[config.mk]
export PLATFORM = sky130hd
export DESIGN_NAME = ub_input_loader
export DESIGN_NICKNAME = d
export VERILOG_FILES = /design/src/rtl/ub_input_loader_pkg.sv /design/src/rtl/ub_input_loader_act_skew_reg.sv /design/src/rtl/ub_input_loader.sv
export SDC_FILE = /design/constraint.sdc
export NUM_CORES = 1
export LEC_CHECK = 0
export ABC_AREA = 1
export BUFFER_PORTS_ARGS = -buffer_cell sky130_fd_sc_hd__buf_2
export CORE_UTILIZATION = 40
export DETAILED_ROUTE_END_ITERATION = 7
export GPL_TIMING_DRIVEN = 0
export HOLD_SLACK_MARGIN = 0.06
export PLACE_DENSITY = 0.68
export SETUP_SLACK_MARGIN = 0.15
export SLEW_MARGIN = 20
export SYNTH_ARGS = -nofsm -noshare
export SYNTH_HDL_FRONTEND = slang
export SYNTH_HIERARCHICAL = 1
export SYNTH_SLANG_ARGS = --single-unit
[constraint.sdc]
create_clock -name clk -period 3.8 [get_ports clk]
set_input_delay 0.19 -clock clk [delete_from_list [all_inputs] [get_ports clk]]
set_output_delay 0.19 -clock clk [all_outputs]
set_load 0.05 [all_outputs]
[src/rtl/ub_input_loader_pkg.sv]
// ---------------------------------------------------------------------------
// ub_input_loader_pkg
//   Shared constants and the loader FSM state type for the unified-buffer
//   input loader.
//   UB_DATA_W : activation / buffer word width
//   UB_ADDR_W : unified buffer address width
//   UB_CNT_W  : tile counter width
// ---------------------------------------------------------------------------
package ub_input_loader_pkg;

  localparam int UB_DATA_W = 8;
  localparam int UB_ADDR_W = 13;
  localparam int UB_CNT_W  = 8;

  // One request cycle, one capture cycle, three skew cycles per tile.
  typedef enum logic [2:0] {
    ST_IDLE = 3'd0,
    ST_REQ  = 3'd1,
    ST_CAP  = 3'd2,
    ST_SK0  = 3'd3,
    ST_SK1  = 3'd4,
    ST_SK2  = 3'd5,
    ST_FIN  = 3'd6
  } loader_state_t;

endpackage

[src/rtl/ub_input_loader_act_skew_reg.sv]
// ---------------------------------------------------------------------------
// ub_input_loader_act_skew_reg
//   Holds one 2x2 activation tile and presents it skewed to the two array
//   rows. All outputs are registered and computed from the loader's NEXT
//   phase, so the value appears in the same cycle the loader sits in that
//   phase.
// Ports
//   clk, reset           clock, async active-high reset
//   cap_en               loader is in the capture cycle: take ub_in_* now
//   sk0_d/sk1_d/sk2_d    next loader phase is SK0/SK1/SK2
//   ub_in_00..ub_in_11   tile words from the unified buffer
//   act_row1/act_row2    activations into array rows 1 and 2
//   act_valid1/2         row carries data
// ---------------------------------------------------------------------------
module ub_input_loader_act_skew_reg #(
  parameter int DATA_W = 8
) (
  input  logic              clk,
  input  logic              reset,
  input  logic              cap_en,
  input  logic              sk0_d,
  input  logic              sk1_d,
  input  logic              sk2_d,
  input  logic [DATA_W-1:0] ub_in_00,
  input  logic [DATA_W-1:0] ub_in_01,
  input  logic [DATA_W-1:0] ub_in_10,
  input  logic [DATA_W-1:0] ub_in_11,
  output logic [DATA_W-1:0] act_row1,
  output logic [DATA_W-1:0] act_row2,
  output logic              act_valid1,
  output logic              act_valid2
);

  logic [DATA_W-1:0] t00_q, t01_q, t10_q, t11_q;
  logic [DATA_W-1:0] t00_d, t01_d, t10_d, t11_d;
  logic [DATA_W-1:0] row1_q, row1_d, row2_q, row2_d;
  logic              v1_q, v1_d, v2_q, v2_d;

  // A stalled loader re-presents the same next phase, so the outputs are
  // recomputed from unchanged tile registers and simply hold.
  always_comb begin
    // NOTE: every signal gets a default before any branch; a path that left
    // one unassigned would infer a latch.
    t00_d  = cap_en ? ub_in_00 : t00_q;
    t01_d  = cap_en ? ub_in_01 : t01_q;
    t10_d  = cap_en ? ub_in_10 : t10_q;
    t11_d  = cap_en ? ub_in_11 : t11_q;
    row1_d = '0;
    row2_d = '0;
    v1_d   = 1'b0;
    v2_d   = 1'b0;
    if (sk0_d) begin
      row1_d = t00_d;
      v1_d   = 1'b1;
    end
    if (sk1_d) begin
      row1_d = t01_d;
      v1_d   = 1'b1;
      row2_d = t10_d;
      v2_d   = 1'b1;
    end
    if (sk2_d) begin
      row2_d = t11_d;
      v2_d   = 1'b1;
    end
  end

  always_ff @(posedge clk or posedge reset) begin
    if (reset) begin
      // NOTE: the four tile words are plain flops, not a RAM, so clearing
      // them on reset is cheap and keeps stale activations from escaping.
      t00_q  <= '0;
      t01_q  <= '0;
      t10_q  <= '0;
      t11_q  <= '0;
      row1_q <= '0;
      row2_q <= '0;
      v1_q   <= 1'b0;
      v2_q   <= 1'b0;
    end else begin
      t00_q  <= t00_d;
      t01_q  <= t01_d;
      t10_q  <= t10_d;
      t11_q  <= t11_d;
      row1_q <= row1_d;
      row2_q <= row2_d;
      v1_q   <= v1_d;
      v2_q   <= v2_d;
    end
  end

  assign act_row1   = row1_q;
  assign act_row2   = row2_q;
  assign act_valid1 = v1_q;
  assign act_valid2 = v2_q;

endmodule

[src/rtl/ub_input_loader.sv]
// ---------------------------------------------------------------------------
// ub_input_loader
//   Read-side initiator for the unified buffer. On start it requests
//   tile_count 2x2 activation tiles at base_addr + 4*k, captures each one a
//   cycle after its request and streams it skewed into the two rows of the
//   2x2 systolic array.
// Ports
//   clk, reset              clock, async active-high reset
//   start                   1-cycle pulse, sampled only while idle
//   base_addr, tile_count   job description, sampled with start
//   stall                   array back-pressure, honoured in skew phases
//   ub_load_input, ub_addr  read request / address to the unified buffer
//   ub_in_00..ub_in_11      tile words, valid one cycle after the request
//   act_row1/2, act_valid1/2 skewed activations into the array
//   busy                    high whenever not idle
//   done                    1-cycle pulse after the last tile's last skew
// ---------------------------------------------------------------------------
module ub_input_loader
  import ub_input_loader_pkg::*;
#(
  parameter int DATA_W = UB_DATA_W,
  parameter int ADDR_W = UB_ADDR_W,
  parameter int CNT_W  = UB_CNT_W
) (
  input  logic              clk,
  input  logic              reset,
  input  logic              start,
  input  logic [ADDR_W-1:0] base_addr,
  input  logic [CNT_W-1:0]  tile_count,
  input  logic              stall,
  output logic              ub_load_input,
  output logic [ADDR_W-1:0] ub_addr,
  input  logic [DATA_W-1:0] ub_in_00,
  input  logic [DATA_W-1:0] ub_in_01,
  input  logic [DATA_W-1:0] ub_in_10,
  input  logic [DATA_W-1:0] ub_in_11,
  output logic [DATA_W-1:0] act_row1,
  output logic [DATA_W-1:0] act_row2,
  output logic              act_valid1,
  output logic              act_valid2,
  output logic              busy,
  output logic              done
);

  loader_state_t     state_q, state_d;
  logic [ADDR_W-1:0] base_q, base_d;
  logic [ADDR_W-1:0] addr_q, addr_d;
  logic [CNT_W-1:0]  count_q, count_d;
  logic [CNT_W-1:0]  k_q, k_d;

  always_comb begin
    state_d = state_q;
    base_d  = base_q;
    count_d = count_q;
    k_d     = k_q;
    addr_d  = addr_q;

    unique case (state_q)
      ST_IDLE: begin
        if (start) begin
          if (tile_count != '0) begin
            base_d  = base_addr;
            count_d = tile_count;
            k_d     = '0;
            state_d = ST_REQ;
          end else begin
            // Empty job: report completion without touching the buffer.
            state_d = ST_FIN;
          end
        end
      end
      ST_REQ:  state_d = ST_CAP;
      ST_CAP:  state_d = ST_SK0;
      ST_SK0:  if (!stall) state_d = ST_SK1;
      ST_SK1:  if (!stall) state_d = ST_SK2;
      ST_SK2: begin
        if (!stall) begin
          k_d     = k_q + CNT_W'(1);
          state_d = (k_d == count_q) ? ST_FIN : ST_REQ;
        end
      end
      ST_FIN:  state_d = ST_IDLE;
      default: state_d = ST_IDLE;
    endcase

    // Address is loaded only on entry to REQ and otherwise holds, so the
    // buffer never sees a glitch back to zero between tiles.
    if (state_d == ST_REQ) begin
      addr_d = base_d + ADDR_W'({k_d, 2'b00});
    end
  end

  always_ff @(posedge clk or posedge reset) begin
    if (reset) begin
      state_q <= ST_IDLE;
      base_q  <= '0;
      addr_q  <= '0;
      count_q <= '0;
      k_q     <= '0;
    end else begin
      // NOTE: sequential state uses non-blocking assignments so every flop
      // samples the pre-edge values regardless of statement order.
      state_q <= state_d;
      base_q  <= base_d;
      addr_q  <= addr_d;
      count_q <= count_d;
      k_q     <= k_d;
    end
  end

  ub_input_loader_act_skew_reg #(
    .DATA_W (DATA_W)
  ) u_skew (
    .clk        (clk),
    .reset      (reset),
    .cap_en     (state_q == ST_CAP),
    .sk0_d      (state_d == ST_SK0),
    .sk1_d      (state_d == ST_SK1),
    .sk2_d      (state_d == ST_SK2),
    .ub_in_00   (ub_in_00),
    .ub_in_01   (ub_in_01),
    .ub_in_10   (ub_in_10),
    .ub_in_11   (ub_in_11),
    .act_row1   (act_row1),
    .act_row2   (act_row2),
    .act_valid1 (act_valid1),
    .act_valid2 (act_valid2)
  );

  // Decoded straight from the state register, so glitch-free.
  assign ub_load_input = (state_q == ST_REQ);
  assign ub_addr       = addr_q;
  assign busy          = (state_q != ST_IDLE);
  assign done          = (state_q == ST_FIN);

endmodule
==> results of run 1 <==
==> Yosys cell counts <==
master / count
nor2_1: 29
nand4_1: 7
buf_6: 8
nand3_4: 1
clkinv_1: 2
buf_4: 1
nand3_1: 41
dfrtp_1: 95
fa_1: 1
nor3_1: 5
buf_2: 4
o21ai_2: 1
nand3b_1: 3
o32ai_1: 1
and2_1: 16
and2_4: 1
a21oi_1: 11
nor2_2: 5
inv_4: 1
o21ai_0: 14
inv_6: 1
o22ai_1: 5
inv_1: 70
nand2_2: 20
inv_2: 7
and2_0: 1
nand2_1: 245
nand3_2: 3
or2_2: 3
xor2_1: 5
clkbuf_1: 4
ha_1: 8
xnor2_1: 1
nor2_8: 2
o21ai_1: 1
nor2_4: 4
==> final cells by class <==
cell class,count,area [um2],area share (%)
Tap cell,147,184,3.07
Buffer,17,135,2.25
Inverter,81,312,5.20
Timing Repair Buffer,102,591,9.85
Sequential cell,95,2380,39.6
Clock inverter,3,43.8,0.730
Antenna cell,1,2.50,0.0417
Multi-Input combinational cell,434,2100,35.1
Clock buffer,12,246,4.11
==> timing repair <==
action                                  4_1_cts  5_1_grt
endpoints found under the setup margin        0        6
endpoints found under the hold margin        40        0
hold buffers                                 10        0
resized for setup                             0        7
==> metrics by stage <==
stage	cells	util (%)	instance area, um2	setup WS, ns
floorplan	627	-	4920	0.885
global placement	864	46.3	5560	0.459
detailed placement	866	46.6	5600	0.401
CTS	891	49.8	5990	0.355
global route	892	49.9	6000	0.165
finish	892	49.9	6000	0.560
==> power breakdown <==
group          switching (mW)  total, mW  internal (mW)
sequential              0.178       1.62           1.44
combinational            1.79       2.63          0.847
clock                   0.368      0.893          0.525
total                    2.33       5.14           2.81
==> sequential cells by signal, summed over array words and instances (netlist names), 3 cells and up <==
name	cells
state_q	3
u_skew/t11_q	8
u_skew/t01_q	8
base_q	13
u_skew/t00_q	8
count_q	8
k_q	8
u_skew/act_row2	8
u_skew/t10_q	8
u_skew/act_row1	8
ub_addr	13
==> metal layers <==
metal,GRT usage (%),up-vias
met2,34.2,106
met5,0,-
li1,-,2157
met3,4.61,13
met1,22.5,2020
met4,6.58,0
==> worst max path at each step <==
stage                     cells after the start  slack, ns         end
final                                        18       0.56  ub_addr[9]
after global routing                         18       0.16  ub_addr[9]
after CTS                                    18       0.35  ub_addr[9]
after detailed placement                     18       0.40  ub_addr[9]
after global placement                       18       0.46  ub_addr[9]
after floorplan                              18       0.89  ub_addr[9]
==> cell families (layout without fill, tap and decap cells) <==
group	count (synthesis)	count (layout)	synth area share [%]
compound gates	33	33	3.64
buf+inv	98	215	9.03
xor+xnor	6	6	1.07
simple gates	386	386	35.5
fa+ha+maj	9	9	2.44
flops	95	95	48.3
other cells	0	1	0
==> worst min-delay path, cell delays in order <==
cell	delay (ns)
buf_2	0.09
nand2_1	0.04
o21ai_0	0.06
==> results.cfg, run 1 <==
[outcome]
outcome = completed

[die]
die_area_um2 = 12700
die_h_um = 113
die_x_um = 113
initial_core_util_pct = 41.0
num_rows = 40
core-area_um2 = 12000
io_pins = 91

[detailed_routing]
route.vias.total = 4296
drc_errors = 0
drt_wl_total_um = 11300
dr_wl_met3_um = 578
dr.pass1.iters = 4
drt-initial-drc-count = 216
wl_met1_um = 4970
ant_nets = 0
highest_layer = met4
wl_met2_um = 5620
drt-vias-per-instance = 4.82
wl_per_cell_um = 12.7

[critical_path]
r2r_slack_ns = 0.56
crit_fanout = 10
cp-start-kind = flip-flop
crit_type = reg -> reg
slowest_delay_ns = 0.46
cp.arrival_ns = 3.47
path_cells = nor2_2, nand2_2, nor2_4, nand2_2, inv_1, buf_2, nand2_1, nand2_1, ha_1, a21oi_1, nand2_1, a21oi_1, o21ai_2, nand3_1, nand2_1, xor2_1, nand2_1, nand2_1
r2r_cells = 18
reg2reg_to = ub_addr[9]
path_buf_inv = 2
crit_required_ns = 4.03
end_kind = flip-flop
crit_path_start = state_q[1]
worstReg2RegStart = state_q[1]
cp_top_family = simple AND/OR/NAND/NOR gates
cp_slowest_cell = dfrtp_1
crit_top_cell = nand2_1

[hold_path]
hold_depth = 3
hold_path_class = in -> reg
hold_path_end = count_q[6]
hp-start = tile_count[6]

[logic_synthesis]
synth_cell_type_count = 36
yosysWarnings = 6
syn_inst = 627
syn_area_um2 = 4920
synth.net_count = 693
syn_area_per_cell_um2 = 7.85
yosys.area.top_type_share_pct = 48.3
synth_top_cell_by_area = dfrtp_1
synth.area.top_cells = dfrtp_1, nand2_1, inv_1
yosysSeqAreaShare_pct = 48.3
synth-seq-cells = 95

[timing]
skew_ns = 0.00978
worst_slew_pin_slew_ns = 0.517
rsz0062_at_grt = no
tns_ns = 0
setup_viol = 0
hold_viol = 0
worst_slew_margin_rel_pct = 65.2
fmax_ghz = 0.309
final.period_utilization_pct = 85.3
period_minus_slack_ns = 3.24
holdWs_ns = 0.0712
timing.final.max_slew_violations = 0

[placement]
dp_hpwl_um = 8460
gp_congestion = 0.908
io_buffers = 90

[clock_tree]
htreeDepth = 3
cts_tree = yes
clock-root-buffer = clkbuf_16
insertion_delay_ns = 0.35
clk_pin_slew_ns = 0.06
cts_buffers = 9
postCtsSetupRepairBufs = 0
cts_buffer_depth = 2
cts.sinks = 95

[power]
power.leakage_nw = 3.33
p_per_area_nw_per_um2 = 858
finalPower_mw = 5.14
peakVddDrop_v = 0.000432

[cells_and_area]
nFillCells = 1171
drive_gt1_share_pct = 23.3
most-common-layout-cells = nand2_1, buf_2, dfrtp_1
syn2layout_area_growth_pct = 21.8
final_common_cell = nand2_1
nets = 806

[global_route]
grt_pass1_wl_um = 19200
grt_max_degree = 34
grt_antenna_before_repair = 1
grt_use_total_pct = 19.1
grt.overflow.total = 0
first_global_vias = 4291

[job]
cap_violations = 0
Note: power is estimated with default switching activity, not from simulation.
==> inputs of run 2 (changes only) <==
Settings changed: ABC_AREA 1 to default.
==> run 2 against run 1 <==
- non-clock buffer count rose by 13
- fmax fell by 14%
- wire length fell by 6.1%
- first-iteration DRC count rose by 1.4%
- sequential share of layout area rose by 0.14 points
- final cell count fell by 27%
- die area fell by 5.3%
- power rose by 5.1%
- largest power group unchanged
- worst hold slack got worse by 0.0086 ns
- register-to-register slack got worse by 0.53 ns
- clock-buffer cell count fell by 3
- global-route usage fell by 0.95 points
==> results.cfg, run 2 <==
[die]
io_pins = 91
num_rows = 39
initial_core_util_pct = 40.9
core-area_um2 = 11400
die_x_um = 110
die_area_um2 = 12100
die_h_um = 110

[timing]
period_minus_slack_ns = 3.77
rsz0062_at_grt = yes
worst_slew_margin_rel_pct = 44.7
setup_viol = 0
tns_ns = 0
fmax_ghz = 0.265
skew_ns = 0.00621
final.period_utilization_pct = 99.1
timing.final.max_slew_violations = 0
hold_viol = 0
worst_slew_pin_slew_ns = 0.823

[cells_and_area]
drive_gt1_share_pct = 45.4
diodes = 0
stdcell_area_um2 = 5980
most-common-layout-cells = buf_2, dfrtp_1, mux2_4
syn2layout_area_growth_pct = 28.4
nets = 569

[logic_synthesis]
yosysSeqAreaShare_pct = 51.1
synth-seq-cells = 95
ys_async_sr_fraction_pct = 100
synth_commonest_cells = dfrtp_1, nand2_1, mux2_2, mux2_4, a22o_1
ys.flop_type = dfrtp_1
syn_inst = 381
yosysMostFrequentCell = dfrtp_1
synth.area.top_cells = dfrtp_1, mux2_4, mux2_2
synth_edf_count = 0
syn_area_per_cell_um2 = 12.2
yosysWarnings = 6
synth_top_cell_by_area = dfrtp_1
synth.net_count = 447
yosys.area.top_type_share_pct = 51.1
synth_cell_type_count = 61
syn_area_um2 = 4650

[critical_path]
cp-start-kind = flip-flop
r2r_slack_ns = 0.03
worstReg2RegStart = state_q[1]
cp.arrival_ns = 4.00
crit_fanout = 5
end_kind = flip-flop
r2r_cells = 15
crit_type = reg -> reg
reg2reg_to = ub_addr[12]
crit_required_ns = 4.03

[detailed_routing]
drc_errors = 0
drt-vias-per-instance = 5.22
ant_nets = 0
drt_wl_total_um = 10600
wl_per_cell_um = 16.4
dr.pass1.iters = 4
drt-initial-drc-count = 219
route.vias.total = 3392

[hold_path]
hold_path_end = count_q[3]
hold_path_class = in -> reg
hp-start = tile_count[3]
hold_depth = 3

[placement]
io_buffers = 90
dp_hpwl_um = 7430
placed_cell_area_um2 = 5370
gp_congestion = 0.848

[power]
p_per_area_nw_per_um2 = 904
power.leakage_nw = 2.92
clockPowerShare_pct = 17.0
combPwrFrac_pct = 52.6
finalPower_mw = 5.41
power_frac_seq_pct = 30.4
p_sw_mw = 2.15
p_int_mw = 3.26
switching_share_pct = 39.7
peakVddDrop_v = 0.000517

[global_route]
grt_max_degree = 32
grt_antenna_before_repair = 0
grt_pass1_wl_um = 16400
grt.overflow.total = 0
grt_use_total_pct = 18.2
first_global_vias = 3309

[clock_tree]
cts.sinks = 95
htreeDepth = 3
insertion_delay_ns = 0.35
cts_buffers = 9
cts_tree = yes
clock-root-buffer = clkbuf_16
cts_buffer_depth = 2
clk_pin_slew_ns = 0.07

[job]
cap_violations = 0

[outcome]
outcome = completed
run 2: changes by cell type in the layout (fill, tap and decap cells not counted), sizes merged, moves of 9 or more:
cell,delta
a22o,+19
inv,-59
nand2,-235
nor2,-24
and2,-15
dlygate4sd3,-9
mux2,+56
nand3,-42
buf,+18
run 2: worst max-delay path by stage:
stage | from | slack, ns | cells after the start | end
2_1_floorplan | state_q[0] | 0.17 | 13 | ub_addr[12]
3_3_place_gp | tile_count[7] | -0.24 | 16 | ub_addr[12]
3_5_place_dp | tile_count[7] | -0.34 | 16 | ub_addr[12]
4_1_cts | state_q[0] | 0.03 | 15 | ub_addr[12]
5_1_grt | state_q[1] | -0.06 | 15 | ub_addr[12]
6_report | state_q[1] | 0.03 | 15 | ub_addr[12]
run 2: timing repair:
item                                    in CTS  in global routing
endpoints found under the setup margin       5                  5
hold endpoints to repair                    38                  0
pin swaps                                   15                 10
hold buffers                                 1                  0
buffers inserted                            12                  6
resized for setup                           17                 13
run 2: per-layer routing:
layer	GRT usage, %	vias to the layer above	routed length (um)
met4	6.19	0	191
met5	0	-	0
met2	29.4	110	5020
met3	4.92	16	516
li1	-	1609	-
met1	23.5	1657	4900
run 2: cell type report:
cell class | count | area [um2]
Buffer | 21 | 161
Clock buffer | 9 | 225
Clock inverter | 6 | 77.6
Fill cell | 968 | 5390
Inverter | 16 | 60.1
Multi-Input combinational cell | 249 | 2250
Sequential cell | 95 | 2380
Tap cell | 143 | 179
Timing Repair Buffer | 111 | 643
run 2: worst max-delay path, stage by stage (launching register included):
cell and delay (ns):
dfrtp_1 0.38, or4b_4 0.58, a21oi_4 0.15, buf_6 0.15, nor2_4 0.05, a21o_1 0.19
mux2_4 0.28, ha_4 0.17, fa_2 0.37, a21oi_2 0.19, o21bai_4 0.12, o211ai_1 0.13
o311a_1 0.26, nor2_1 0.07, o311a_1 0.30, mux2_4 0.26
run 2: power groups by stage:
stage                     registers (mW)  logic [mW]  clock network (mW)
final                               1.64        2.84               0.921
after global routing                1.69        3.05               0.986
after CTS                           1.64        2.79               0.942
after detailed placement            1.67        2.64                   0
after global placement              1.64        2.58                   0
after floorplan                     2.08        1.69                   0
run 2: per-stage QoR:
stage | setup WS, ns | instances | util (%) | hold slack (ns)
floorplan | 0.173 | 381 | - | 0.295
global placement | -0.235 | 614 | 46.8 | 0.412
detailed placement | -0.336 | 616 | 47.3 | 0.218
CTS | 0.0261 | 644 | 51.6 | 0.0611
global route | -0.0597 | 650 | 52.6 | 0.0653
finish | 0.0328 | 650 | 52.6 | 0.0626
run 2: logic make-up after synthesis:
kind of cell,after synthesis,synth area share (%)
and+or+nand+nor,90,10.5
buffers and inverters,37,4.30
xor gates and xnor gates,16,3.01
DFF,95,51.1
adders and majority gates,10,2.80
AOI/OAI and AO/OA,74,11.9
muxes,59,16.5
